$ cat config.mk
export PLATFORM = sky130hd
export DESIGN_NAME = uart_cmd_parser
export DESIGN_NICKNAME = d
export VERILOG_FILES = /design/src/rtl/mem_ctrl_pkg.sv /design/src/rtl/byte_gap_timer.sv /design/src/rtl/uart_cmd_parser.sv
export SDC_FILE = /design/constraint.sdc
export NUM_CORES = 1
export LEC_CHECK = 0
export BUFFER_PORTS_ARGS = -buffer_cell sky130_fd_sc_hd__buf_2
export CORE_MARGIN = 3
export CORE_UTILIZATION = 52
export CTS_BUF_LIST = sky130_fd_sc_hd__clkbuf_2
export DETAILED_ROUTE_END_ITERATION = 10
export MAX_ROUTING_LAYER = met4
export PLACE_DENSITY = 0.8
export SLEW_MARGIN = 20
export SYNTH_ARGS = -nofsm -noshare
export SYNTH_HDL_FRONTEND = slang
export SYNTH_SLANG_ARGS = --single-unit
$ cat constraint.sdc
create_clock -name clk -period 2.1 [get_ports clk]
set_clock_uncertainty 0.15 [all_clocks]
set_input_delay 0.105 -clock clk [delete_from_list [all_inputs] [get_ports clk]]
set_output_delay 0.105 -clock clk [all_outputs]
set_load 0.02 [all_outputs]
$ cat src/rtl/mem_ctrl_pkg.sv
// Shared constants for the UART command path: sync byte, opcodes, error codes
// and the parser state encoding.
package mem_ctrl_pkg;

  localparam logic [7:0] SYNC_BYTE = 8'hA5;

  typedef enum logic [1:0] {
    OP_NONE  = 2'd0,
    OP_READ  = 2'd1,
    OP_WRITE = 2'd2,
    OP_BOOT  = 2'd3
  } op_e;

  typedef enum logic [1:0] {
    ERR_OPC = 2'd0,
    ERR_SEL = 2'd1,
    ERR_CHK = 2'd2,
    ERR_TMO = 2'd3
  } err_e;

  typedef enum logic [2:0] {
    ST_IDLE,
    ST_OPC,
    ST_SEL,
    ST_ADDR,
    ST_DHI,
    ST_DLO,
    ST_CHK,
    ST_HOLD
  } state_e;

  function automatic logic op_legal(input logic [7:0] b);
    return (b >= 8'd1) && (b <= 8'd3);
  endfunction

endpackage

$ cat src/rtl/byte_gap_timer.sv
// Inter-byte gap counter. Cleared while disabled or on restart; expired is
// high on the TIMEOUT_CYCLES-th consecutive enabled cycle without a restart.
module byte_gap_timer #(
  parameter int TIMEOUT_CYCLES = 12000
) (
  input  logic clk,
  input  logic reset,
  input  logic enable,
  input  logic restart,
  output logic expired
);

  localparam int CW = $clog2(TIMEOUT_CYCLES + 1);
  localparam logic [CW-1:0] LAST = CW'(TIMEOUT_CYCLES - 1);

  logic [CW-1:0] cnt_q, cnt_d;

  assign expired = enable && (cnt_q == LAST);

  always_comb begin
    cnt_d = cnt_q;
    if (!enable || restart) cnt_d = '0;
    else if (cnt_q != LAST) cnt_d = cnt_q + CW'(1);
  end

  always_ff @(posedge clk or posedge reset) begin
    if (reset) cnt_q <= '0;
    else       cnt_q <= cnt_d;
  end

endmodule

$ cat src/rtl/uart_cmd_parser.sv
// Parses framed UART commands (sync, op, sel, addr, [data], xor checksum) and
// holds the decoded command until the downstream controller accepts it.
module uart_cmd_parser
  import mem_ctrl_pkg::*;
#(
  parameter int MEM_SELECT_BITS = 4,
  parameter int TIMEOUT_CYCLES  = 12000
) (
  input  logic                       clk,
  input  logic                       reset,
  input  logic                       rx_valid,
  input  logic [7:0]                 rx_data,
  output logic                       cmd_valid,
  input  logic                       cmd_ready,
  output logic [1:0]                 cmd_op,
  output logic [MEM_SELECT_BITS-1:0] cmd_sel,
  output logic [7:0]                 cmd_addr,
  output logic [15:0]                cmd_data,
  output logic                       err_valid,
  output logic [1:0]                 err_code,
  output logic [7:0]                 drop_count
);

  state_e                     state_q, state_d;
  op_e                        op_q, op_d;
  logic [MEM_SELECT_BITS-1:0] sel_q, sel_d;
  logic [7:0]                 addr_q, addr_d;
  logic [15:0]                data_q, data_d;
  logic [7:0]                 csum_q, csum_d;
  logic [7:0]                 drop_q, drop_d;
  logic                       err_q, err_d;
  logic [1:0]                 ecode_q, ecode_d;
  logic                       gap_en, gap_expired;

  assign gap_en = (state_q != ST_IDLE) && (state_q != ST_HOLD);

  byte_gap_timer #(.TIMEOUT_CYCLES(TIMEOUT_CYCLES)) u_gap (
    .clk     (clk),
    .reset   (reset),
    .enable  (gap_en),
    .restart (rx_valid),
    .expired (gap_expired)
  );

  always_comb begin
    state_d = state_q;
    op_d    = op_q;
    sel_d   = sel_q;
    addr_d  = addr_q;
    data_d  = data_q;
    csum_d  = csum_q;
    drop_d  = drop_q;
    err_d   = 1'b0;
    ecode_d = ecode_q;
    case (state_q)
      ST_IDLE: begin
        if (rx_valid && rx_data == SYNC_BYTE) begin
          state_d = ST_OPC;
          csum_d  = SYNC_BYTE;
          data_d  = '0;
        end
      end
      ST_HOLD: begin
        // a byte on the handshake cycle is still a dropped byte
        if (rx_valid && drop_q != 8'hFF) drop_d = drop_q + 8'd1;
        if (cmd_ready) state_d = ST_IDLE;
      end
      default: begin
        // rx_valid is checked first so a byte on the expiry cycle wins
        if (rx_valid) begin
          csum_d = csum_q ^ rx_data;
          case (state_q)
            ST_OPC: begin
              if (op_legal(rx_data)) begin
                op_d    = op_e'(rx_data[1:0]);
                state_d = ST_SEL;
              end else begin
                state_d = ST_IDLE;
                err_d   = 1'b1;
                ecode_d = ERR_OPC;
              end
            end
            ST_SEL: begin
              if ((rx_data >> MEM_SELECT_BITS) == 8'd0) begin
                sel_d   = rx_data[MEM_SELECT_BITS-1:0];
                state_d = ST_ADDR;
              end else begin
                state_d = ST_IDLE;
                err_d   = 1'b1;
                ecode_d = ERR_SEL;
              end
            end
            ST_ADDR: begin
              addr_d  = rx_data;
              state_d = (op_q == OP_WRITE) ? ST_DHI : ST_CHK;
            end
            ST_DHI: begin
              data_d[15:8] = rx_data;
              state_d      = ST_DLO;
            end
            ST_DLO: begin
              data_d[7:0] = rx_data;
              state_d     = ST_CHK;
            end
            ST_CHK: begin
              if (rx_data == csum_q) begin
                state_d = ST_HOLD;
              end else begin
                state_d = ST_IDLE;
                err_d   = 1'b1;
                ecode_d = ERR_CHK;
              end
            end
            default: state_d = ST_IDLE;
          endcase
        end else if (gap_expired) begin
          state_d = ST_IDLE;
          err_d   = 1'b1;
          ecode_d = ERR_TMO;
        end
      end
    endcase
  end

  always_ff @(posedge clk or posedge reset) begin
    if (reset) begin
      state_q <= ST_IDLE;
      op_q    <= OP_NONE;
      sel_q   <= '0;
      addr_q  <= '0;
      data_q  <= '0;
      csum_q  <= '0;
      drop_q  <= '0;
      err_q   <= 1'b0;
      ecode_q <= '0;
    end else begin
      state_q <= state_d;
      op_q    <= op_d;
      sel_q   <= sel_d;
      addr_q  <= addr_d;
      data_q  <= data_d;
      csum_q  <= csum_d;
      drop_q  <= drop_d;
      err_q   <= err_d;
      ecode_q <= ecode_d;
    end
  end

  assign cmd_valid  = (state_q == ST_HOLD);
  assign cmd_op     = op_q;
  assign cmd_sel    = sel_q;
  assign cmd_addr   = addr_q;
  assign cmd_data   = data_q;
  assign err_valid  = err_q;
  assign err_code   = ecode_q;
  assign drop_count = drop_q;

endmodule

== Word level (Yosys, flattened, before mapping) ==
Index checks and enable logic that the tools add are counted.
Word-level totals
  output and inout bits: 42
  flip-flop bits (word level): 66
Cells by class
  reduce and logical (&&, ||, !) cells: 26
  $add $sub $neg: 2
  order comparisons: 2
  bitwise gates (word level): 3
  equality and inequality tests: 20
  muxes and demuxes: 33
Operators with widths (count)
  $mux W16: 2
  $mux W8: 4
  $pmux W16 S2: 1
  $mux W14: 2
  $pmux W3 S6: 1
  $mux W2: 8
  $pmux W8 S2: 1
  $reduce_and A4 Y1: 4
  $mux W3: 5
  $add A14 B1 Y14 const B: 1
  $eq A14 B14 Y1 const B: 1
  $ne A14 B14 Y1 const B: 1
  $eq A3 B3 Y1 const B: 4
  $ne A3 B3 Y1 const B: 4
  $reduce_bool A2 Y1: 5
  $reduce_and A3 Y1: 3
  $add A8 B1 Y8 const B: 1
  $eq A8 B8 Y1: 1
  $eq A8 B8 Y1 const B: 1
  $ge A8 B1 Y1 const B: 1
  $le A8 B2 Y1 const B: 1
  $logic_not A8 Y1: 1
  $ne A8 B8 Y1 const B: 1
  $xor A8 B8 Y8: 1
  20 further kinds: 31

== Longest topological paths before layout ==
Gate-level depths: netlist of the first run.
  depth in word-level cells: 6
  depth in mapped cells: 7

== Modules after synthesis ==
A second synthesis of the first run with hierarchy kept.
Unflattened totals
  cells, all modules: 319
  area, all modules: 3402.0 um^2
Modules (own cells, without submodules)
  uart_cmd_parser: area each 2648.8 um^2, instances 1, cells an instance 237
  byte_gap_timer: area each 753.2 um^2, instances 1, cells an instance 82

== Worst setup path before layout of the first run ==
Ideal clock, no wire load.
  path kind: flip-flop to flip-flop
  from: reg u_gap.cnt_q[0]
  to: reg state_q[0]
  cell stages (with the launch flop): 7
  arrival: 1.736 ns
  required time: 1.826 ns
  path slack: 0.090 ns
  setup time: 0.124 ns
  path buffers: 1
  cells stage by stage: dfrtp_1 ha_1 nand4_1 nor4_1 clkbuf_1 nor2_1 a211o_1
On the way
  cells in the longest elaborated chain, start to end: 4
Ends and longest elaborated chain
  from (decl): line byte_gap_timer.sv:16  | logic [CW-1:0] cnt_q, cnt_d;
  from (signal assigned): line byte_gap_timer.sv:28  | else cnt_q <= cnt_d;
  $eq A14 B14 Y1: line byte_gap_timer.sv:18  | assign expired = enable && (cnt_q == LAST);
  $logic_and A1 B1 Y1: line byte_gap_timer.sv:18
  $reduce_bool A4 Y1 (no source line)
  $reduce_and A3 Y1 (no source line)
  to (signal assigned): line uart_cmd_parser.sv:137  | state_q <= state_d;
  to (decl): line uart_cmd_parser.sv:24  | state_e state_q, state_d;
Every way passes these cells.
A chain may end at the register's enable or synchronous reset.

== Worst setup path after layout of the first run ==
  from: in rx_data[1]
  to: reg data_q[5] (netlist: cmd_data[5])
On the way
  cells in the longest elaborated chain, start to end: 4
Ends and longest elaborated chain
  from (decl): line uart_cmd_parser.sv:12  | input logic [7:0] rx_data,
  $eq A8 B8 Y1: line uart_cmd_parser.sv:57  | if (rx_valid && rx_data == SYNC_BYTE) begin
  $logic_and A1 B1 Y1: line uart_cmd_parser.sv:57
  $ne A2 B2 Y1 (no source line)
  $reduce_and A4 Y1 (no source line)
  to (signal assigned): line uart_cmd_parser.sv:141  | data_q <= data_d;
  to (decl): line uart_cmd_parser.sv:28  | logic [15:0] data_q, data_d;
Every way passes these cells.

==> results_dict.tcl, run 1 <==
set metrics [dict create \
    synth-compound-area-share_pct 13.6 \
    setup_viol 0 \
    maxSlewViolCount 0 \
    die_w_um 83.9 \
    drtAntennaViolNets 0 \
    cp_max_fo 8 \
    grt_max_degree 29 \
    synth_seq_cells 66 \
    grt_use_total_pct 22.7 \
    h-tree-depth 3 \
    cp-end-kind "register" \
    fmax_mhz 480 \
    gr-usage-met1_pct 28.0 \
    dp_hpwl_mm 5.15 \
    clkTransAtPathRegs_ns 0.16 \
    synth_edf_count 0 \
    synth_area_per_cell_um2 10.0 \
    cts_inserted_buffers 9 \
    synth_top_cell_area_share_pct 52.3 \
    numClockSinks 66 \
    worst_pin_slew_ns 0.488 \
    async_reset_ff_share_pct 100 \
    synth_area_leaders "dfrtp_1, o21ai_0, xor2_1, nand2_1, mux2_2" \
    synth_top_family_by_area "simple AND/OR/NAND/NOR gates" \
    dp.cells 444 \
    drt-wirelength-per-cell_um 15.7 \
    synth-xor-area-share_pct 6.94 \
    gp_congestion 0.877 \
    cts-root-buf "clkbuf_2" \
    die_area_um2 7040 \
    layout-drive-gt1-share_pct 27.8 \
    die_y_um 83.9 \
    drc_errors 0 \
    slew_headroom_pct 67.4 \
    grt_pass1_vias 2664 \
    p_int_mw 1.95 \
    post_cts_buffers 0 \
    p_leak_nw 1.97 \
    peakVddDrop_mv 0.398 \
    yosys_warnings 0 \
    cp.required_ns 2.31 \
    finalWirelength_mm 7.42 \
    yosysTopAreaCell "dfrtp_1" \
    tritoncts "yes" \
    grt_pass1_wl_mm 12.4 \
    hold_viol 0 \
    synth-simple-area-share_pct 19.0 \
    grt_busiest_layer "met2" \
    drt_iter0_markers 260 \
    post-place-ws_ns 0.00830 \
    maxCapViolCount 0 \
    comb_power_share_pct 9.9 \
    final_nets 409 \
    fin_tns_setup_ns 0 \
    hold-worst-slack_ns 0.347 \
    dr.pass1.iters 4 \
    use_met3_pct 5.63 \
    ys.flop_type "dfrtp_1" \
    antenna_cells 0 \
    power_frac_seq_pct 53.1 \
    crit_type "in -> reg" \
    num_vias 2658 \
    ys_seq_area_share_pct 52.3 \
    ys_types 45 \
    fin_crit_ns 2.09 \
    fin_crit_sh_pct 99.3 \
    muxShareOfSynthArea_pct 3.89 \
    initial_utilization_pct 55.6 \
    grtUsageMet2_pct 36.2 \
    netSwitchingPower_mw 0.637 \
    insertion_delay_ns 0.47 \
    core_area_um2 5680 \
    start_kind "input port" \
    syn_nets 328 \
    row_count 27 \
    grt_overflow 0 \
    synthCells 314 \
    swShare_pct 24.6 \
    syn_area_um2 3160 \
    critPathArrivalTime_ns 2.30 \
    status "complete, no violations" \
    vias_per_cell 5.63 \
    final_core_util_pct 68.9 \
    synth_fa_ha_area_share_pct 0.793 \
    port_buffers 53 \
    power_density_nw_per_um2 663 \
    area_delta_synth_final_pct 23.9 \
    hold_path.class "reg -> reg" \
    fin_cells 472 \
    clock_path_buffers 2 \
    p_clk_share_pct 37.0 \
    antenna_found_initial 0 \
    worst_slack_ns 0.0150 \
    pin_count 54 \
]
==> worst max-delay path: stages <==
cell and delay, ns:
dlygate4sd3_1 0.53, buf_2 0.13, or3b_1 0.38, or4_4 0.46, o31ai_2 0.19, nand2b_1 0.21, a22o_1 0.30
==> layout make-up <==
type,instances,area [um^2]
fill,429,1770
sequential,66,1650
multi-input combinational,222,1400
timing repair buffer,87,576
clock inverter,6,105
tap,72,90.1
clock buffer,10,50.0
inverter,9,33.8
==> placed cells by master (no fill, tap or decap), drive strengths merged, types with 2 or more instances in the layout <==
cell / n
buf: 75
dfrtp: 66
nand2: 37
o21ai: 32
nor2: 22
xor2: 16
dlygate4sd3: 12
nor3: 11
nand3: 10
mux2: 10
clkbuf: 10
xnor2: 9
inv: 9
nand4: 8
a22o: 8
a21o: 6
nand2b: 5
o31ai: 5
nor2b: 4
nor3b: 4
nor4: 4
and3: 3
bufinv: 3
clkinv: 3
a21oi: 3
and4: 2
or3: 2
o22ai: 2
nand4b: 2
a31oi: 2
ha: 2
a211o: 2
==> registers in the layout, indices dropped and copies added, names as in the netlist <==
register and flops:
cmd_addr 8, cmd_data 16, cmd_op 2, cmd_sel 4, csum_q 8, drop_count 8, err_code 2, err_valid 1
state_q 3, u_gap.cnt_q 14
==> synthesized netlist by cell type (all sizes together), types with 2 or more instances <==
cell type,count
a21oi,3
and3,3
mux2,10
dfrtp,66
a31oi,2
nand2,37
and4,2
or3,2
ha,2
clkbuf,13
nor3,11
o21ai,32
buf,4
o22ai,2
nor4,4
nor2,22
inv,9
nor3b,4
nand3,10
a211o,2
nand2b,5
xor2,16
nor2b,4
o31ai,5
nand4b,2
nand4,8
a21o,6
a22o,8
xnor2,9
==> worst paths after layout <==
kind,from,to,slack (ns),cells after the start
max in group asynchronous,reset,cmd_data[13],0.83,5
setup reg to reg,u_gap.cnt_q[0],u_gap.cnt_q[13],0.07,7
hold reg to reg,cmd_data[12],cmd_data[12],0.35,2
setup / recovery,rx_data[1],cmd_data[5],0.01,7
hold / removal,cmd_data[12],cmd_data[12],0.35,2
min in group asynchronous,reset,drop_count[5],0.50,4
==> routing by layer <==
| layer | part of all wire, % | up-vias |
|---|---|---|
| li1 | - | 1278 |
| met1 | 43 | 1284 |
| met5 | 0 | - |
| met2 | 49 | 83 |
| met4 | 1.8 | 0 |
| met3 | 5.7 | 13 |
==> power groups by stage <==
stage	sequential [mW]	combinational, mW	clock [mW]
after floorplan	1.42	0.117	0
after global placement	1.39	0.232	0
after detailed placement	1.40	0.238	0
after CTS	1.38	0.260	0.975
after global routing	1.39	0.286	1.04
final	1.38	0.257	0.958
==> cells by family (layout without fill, tap and decap cells) <==
family | Yosys count | count (layout)
multiplexers | 11 | 11
buffers and inverters | 26 | 112
flip-flops | 66 | 66
XOR/XNOR | 25 | 25
adder cells (fa/ha/maj) | 2 | 2
AND/OR/NAND/NOR | 119 | 119
AO/OA/AOI/OAI | 65 | 65
==> what timing repair did <==
action                                  CTS  global route
endpoints found under the hold margin   106             0
resized for setup                         0             2
endpoints found under the setup margin    0             9
hold buffers                             12             0
==> stage by stage <==
stage	power [mW]	cell area [um^2]
final	2.59	3910
after CTS	2.61	3900
after global placement	1.63	3630
after global routing	2.71	3910
after floorplan	1.54	3160
after detailed placement	1.64	3630
No activity file was read; power rests on OpenSTA's default activity.
==> run 2, diff against run 1 <==
--- a/config.mk
+++ b/config.mk
@@ -6,6 +6,7 @@
 export NUM_CORES = 1
 export LEC_CHECK = 0
 export BUFFER_PORTS_ARGS = -buffer_cell sky130_fd_sc_hd__buf_2
+export CORE_ASPECT_RATIO = 0.9
 export CORE_MARGIN = 3
 export CORE_UTILIZATION = 52
 export CTS_BUF_LIST = sky130_fd_sc_hd__clkbuf_2
==> run 2 against run 1 <==
Global-route usage fell by 1.0 points. Worst hold slack got worse by 0.27 ns. Maximum frequency rose by 2.1%. Total power fell by 15%.
==> results_dict.tcl, run 2 (same netlist as run 1, synthesis figures left out) <==
set metrics [dict create \
    rr_startpoint "csum_q[6]" \
    num_vias 2655 \
    pin_count 54 \
    drt-wirelength-per-cell_um 14.9 \
    grt_pass1_wl_mm 11.5 \
    peakVddDrop_mv 0.262 \
    clkTransAtPathRegs_ns 0.17 \
    rsz0062_at_grt "false" \
    maxSlewViolCount 0 \
    crit_chain "xor2_1, nor4_1, nand3_1, a2111oi_0, a211o_1" \
    antenna_found_initial 0 \
    numClockSinks 66 \
    port_buffers 53 \
    slew_headroom_pct 67.4 \
    cp.required_ns 2.34 \
    die_w_um 88.1 \
    status "complete, no violations" \
    dp_hpwl_mm 5.08 \
    comb_power_share_pct 11.3 \
    row_count 26 \
    gp_congestion 0.845 \
    worst_slack_ns 0.0569 \
    grt_use_total_pct 21.6 \
    num-fill-cells 469 \
    finalWirelength_mm 7.01 \
    swShare_pct 27.5 \
    fin_tns_setup_ns 0 \
    p_leak_nw 1.94 \
    core_area_um2 5790 \
    insertion_delay_ns 0.45 \
    worst_pin_slew_ns 0.477 \
    post-place-ws_ns -0.00446 \
    p_int_mw 1.60 \
    clock_path_buffers 2 \
    reg2reg_slack_ns 0.06 \
    dr.pass1.iters 4 \
    final_core_util_pct 66.2 \
    hold_viol 0 \
    maxCapViolCount 0 \
    max_stage_delay_ns 0.50 \
    drtAntennaViolNets 0 \
    vias_per_cell 5.63 \
    rr_worst_depth 5 \
    start_kind "register" \
    critPathArrivalTime_ns 2.28 \
    hold_path.class "in -> async" \
    crit_type "reg -> reg" \
    setup_viol 0 \
    grt_overflow 0 \
    fin_crit_ns 2.04 \
    die_area_um2 7040 \
    cp_max_fo 4 \
    grt_pass1_vias 2483 \
    final_common_cell "dfrtp_1" \
    initial_utilization_pct 54.5 \
    final_nets 411 \
    layout-drive-gt1-share_pct 28.6 \
    grt_max_degree 42 \
    drt_iter0_markers 278 \
    tritoncts "yes" \
    area_delta_synth_final_pct 21.5 \
    antenna_cells 0 \
    h-tree-depth 3 \
    largest_register_ffs 16 \
    fin_crit_sh_pct 97.3 \
    rr_endpoint "state_q[0]" \
    cts_inserted_buffers 9 \
    die_y_um 79.9 \
    power_frac_seq_pct 62.5 \
    layout_common_cells "dfrtp_1, buf_2, nand2_1" \
    netSwitchingPower_mw 0.604 \
    fmax_mhz 489 \
    drc_errors 0 \
    p_clk_share_pct 26.2 \
    cts-root-buf "clkbuf_2" \
    crit_path_top_delay_cell "a2111oi_0" \
    power_density_nw_per_um2 574 \
    cp-end-kind "register" \
]
run 2: cell count changes in the layout (fill, tap and decap cells not counted), moves of 2 or more:
cell	delta
buf_12	-2
buf_4	+5
bufinv_16	-3
clkbuf_2	+2
run 2: worst max path at each step:
stage          cells after the start  slack [ns]      endpoint           start
2_1_floorplan                      6        0.09    state_q[0]  u_gap.cnt_q[0]
3_3_place_gp                       5        0.06  cmd_data[10]      rx_data[1]
3_5_place_dp                       5      -0.004  cmd_data[15]      rx_data[1]
4_1_cts                            6        0.03  cmd_data[13]      rx_data[2]
5_1_grt                            5        0.01    state_q[0]       csum_q[6]
6_report                           5        0.06    state_q[0]       csum_q[6]
run 2: critical path, delay by kind of cell, from the launching register on:
family          cells  cell delay (ns)
flops               1             0.45
compound gates      2             0.66
simple gates        2             0.55
xor+xnor            1             0.18
run 2: power groups by stage:
stage          sequential [mW]  clock (mW)  combinational (mW)
2_1_floorplan             1.42           0               0.117
3_3_place_gp              1.39           0               0.227
3_5_place_dp              1.40           0               0.232
4_1_cts                   1.37       0.599               0.249
5_1_grt                   1.38       0.651               0.275
6_report                  1.38       0.577               0.249
run 2: what timing repair did:
item                                    in CTS  in global routing
endpoints found under the setup margin       0                 11
setup buffers                                0                  0
endpoints found under the hold margin      106                  0
gates resized for setup                      0                  5
hold buffers                                11                  0
run 2: stage by stage:
| stage | cell area [um^2] | power (mW) | std cells | hold WS (ns) |
|---|---|---|---|---|
| floorplan | 3160 | 1.54 | 314 | 0.0875 |
| global placement | 3620 | 1.62 | 445 | 0.0302 |
| detailed placement | 3620 | 1.63 | 445 | 0.0325 |
| CTS | 3810 | 2.22 | 472 | 0.0511 |
| global route | 3830 | 2.31 | 472 | 0.0830 |
| finish | 3830 | 2.20 | 472 | 0.0765 |
run 2: layout make-up:
class / count / area, um^2 / share of cell area, %
sequential: 66 / 1650 / 43.1
inverter: 9 / 33.8 / 0.881
tap: 70 / 87.6 / 2.29
clock inverter: 4 / 18.8 / 0.490
multi-input combinational: 222 / 1420 / 37.0
clock buffer: 12 / 60.1 / 1.57
timing repair buffer: 89 / 563 / 14.7
run 2: layer usage:
layer / track usage, % / routed length [um] / vias up
li1: - / - / 1285
met1: 31.0 / 3350 / 1271
met2: 31.6 / 3130 / 97
met3: 3.10 / 493 / 2
met4: 7.85 / 37 / 0
met5: - / 0 / -
==> run 3, diff against run 2 <==
--- a/config.mk
+++ b/config.mk
@@ -11,6 +11,7 @@
 export CORE_UTILIZATION = 52
 export CTS_BUF_LIST = sky130_fd_sc_hd__clkbuf_2
 export DETAILED_ROUTE_END_ITERATION = 10
+export HOLD_SLACK_MARGIN = 0.12
 export MAX_ROUTING_LAYER = met4
 export PLACE_DENSITY = 0.8
 export SLEW_MARGIN = 20
==> run 3 against run 2 <==
Sequential cell count unchanged. Worst hold slack improved by 0.12 ns. Count of clock-buffer cells in the layout unchanged. Sequential share of layout area decreased by 0.11 points. Utilization increased by 0.17 points.
==> results_dict.tcl, run 3 (same netlist as run 1, synthesis figures left out) <==
set metrics [dict create \
    cts-root-buf "clkbuf_2" \
    worstHoldStart "rx_data[1]" \
    critPathArrivalTime_ns 2.32 \
    multi_input_area_um2 1420 \
    crit_chain "xor2_1, nor4_1, nand3_1, a2111oi_0, a211o_1" \
    antenna_cells 0 \
    hold_path.class "in -> reg" \
    rsz0062_at_grt "false" \
    die_w_um 88.1 \
    num-fill-cells 468 \
    start_kind "register" \
    maxSlewViolCount 0 \
    max_stage_delay_ns 0.53 \
    cts_inserted_buffers 9 \
    fin_crit_sh_pct 98.7 \
    reg2reg_slack_ns 0.03 \
    clock_path_buffers 2 \
    fin_crit_ns 2.07 \
    drt-wirelength-per-cell_um 15.0 \
    worst_pin_slew_ns 0.515 \
    grt_pass1_wl_mm 11.5 \
    pin_count 54 \
    crit_path_top_delay_cell "a2111oi_0" \
    fmax_mhz 483 \
    drt_iter0_markers 253 \
    dp_hpwl_mm 5.08 \
    critPathLaunch "csum_q[6]" \
    grt_pass1_vias 2486 \
    drtAntennaViolNets 0 \
    grt_use_total_pct 21.7 \
    die_area_um2 7040 \
    area_delta_synth_final_pct 21.8 \
    die_y_um 79.9 \
    power_density_nw_per_um2 574 \
    tritoncts "yes" \
    seq_area_um2 1650 \
    post_cts_buffers 0 \
    gp_congestion 0.845 \
    peakVddDrop_mv 0.262 \
    cp_max_fo 4 \
    postPlaceCellArea_um2 3620 \
    fin_cells 473 \
    dp.cells 445 \
    hold_viol 0 \
    numClockSinks 66 \
    setup_viol 0 \
    cp-end-kind "register" \
    core_area_um2 5790 \
    rr_startpoint "csum_q[6]" \
    finalWirelength_mm 7.09 \
    drc_errors 0 \
    grt_overflow 0 \
    insertion_delay_ns 0.46 \
    row_count 26 \
    design_area_um2 3840 \
    grt_max_degree 42 \
    fin_tns_setup_ns 0 \
    final_nets 412 \
    h-tree-depth 3 \
    initial_utilization_pct 54.5 \
    p_leak_nw 1.95 \
    status "complete, no violations" \
    cp.required_ns 2.35 \
    crit_type "reg -> reg" \
    layout-drive-gt1-share_pct 28.5 \
    dr.pass1.iters 5 \
    layout_common_cells "dfrtp_1, buf_2, nand2_1" \
    final_common_cell "dfrtp_1" \
    port_buffers 53 \
    slew_headroom_pct 64.8 \
    maxCapViolCount 0 \
    clkTransAtPathRegs_ns 0.17 \
    largest_register_ffs 16 \
    antenna_found_initial 0 \
    num_vias 2696 \
    vias_per_cell 5.70 \
]
[run 3: changes by cell type in the layout (fill, tap and decap cells not counted)]
cell | previous run | this run
dlygate4sd3_1 | 11 | 12
[run 3: metal layers]
metal,up-vias,GRT usage [%],wire [um]
met5,-,-,0
met2,115,31.6,3140
met3,9,3.10,495
met1,1286,31.0,3360
met4,0,7.85,95
li1,1286,-,-
[run 3: final timing paths]
kind / depth (start not counted) / endpoint
worst max-delay path: 5 / state_q[0]
worst min-delay path: 5 / cmd_data[8]
worst max register to register: 5 / state_q[0]
worst min register to register: 2 / cmd_data[11]
max in group asynchronous: 5 / csum_q[0]
min in group asynchronous: 5 / u_gap.cnt_q[6]
[run 3: metrics by stage]
step	hold slack [ns]	total power, mW	utilization (%)	setup slack (ns)
2_1_floorplan	0.0875	1.54	-	0.0902
3_3_place_gp	0.0302	1.62	62.5	0.0637
3_5_place_dp	0.0325	1.63	62.5	-0.00446
4_1_cts	0.177	2.22	66.0	0.0279
5_1_grt	0.202	2.31	66.4	0.0112
6_report	0.194	2.20	66.4	0.0281
[run 3: worst max-delay path, delay by kind of cell (launching register included)]
kind | cells | cell delay [ns]
AOI/OAI and AO/OA | 2 | 0.70
and+or+nand+nor | 2 | 0.55
xor gates and xnor gates | 1 | 0.18
DFF | 1 | 0.45
[run 3: cell type report]
class | count | area share (%)
tap | 70 | 2.28
timing repair buffer | 90 | 14.9
sequential | 66 | 43.0
clock buffer | 12 | 1.56
multi-input combinational | 222 | 36.9
inverter | 9 | 0.879
clock inverter | 4 | 0.488
[run 3: repair_timing]
action	in CTS	in global routing
hold buffers	12	0
gates resized for setup	0	5
setup endpoints to repair	0	11
endpoints found under the hold margin	110	0
[run 3: where the power goes]
| part | leakage, nW | total, mW | switching, mW | internal (mW) |
|---|---|---|---|---|
| combinational | 0.983 | 0.250 | 0.146 | 0.105 |
| clock | 0.0631 | 0.579 | 0.417 | 0.162 |
| sequential | 0.903 | 1.37 | 0.0440 | 1.33 |
| total | 1.95 | 2.20 | 0.607 | 1.60 |
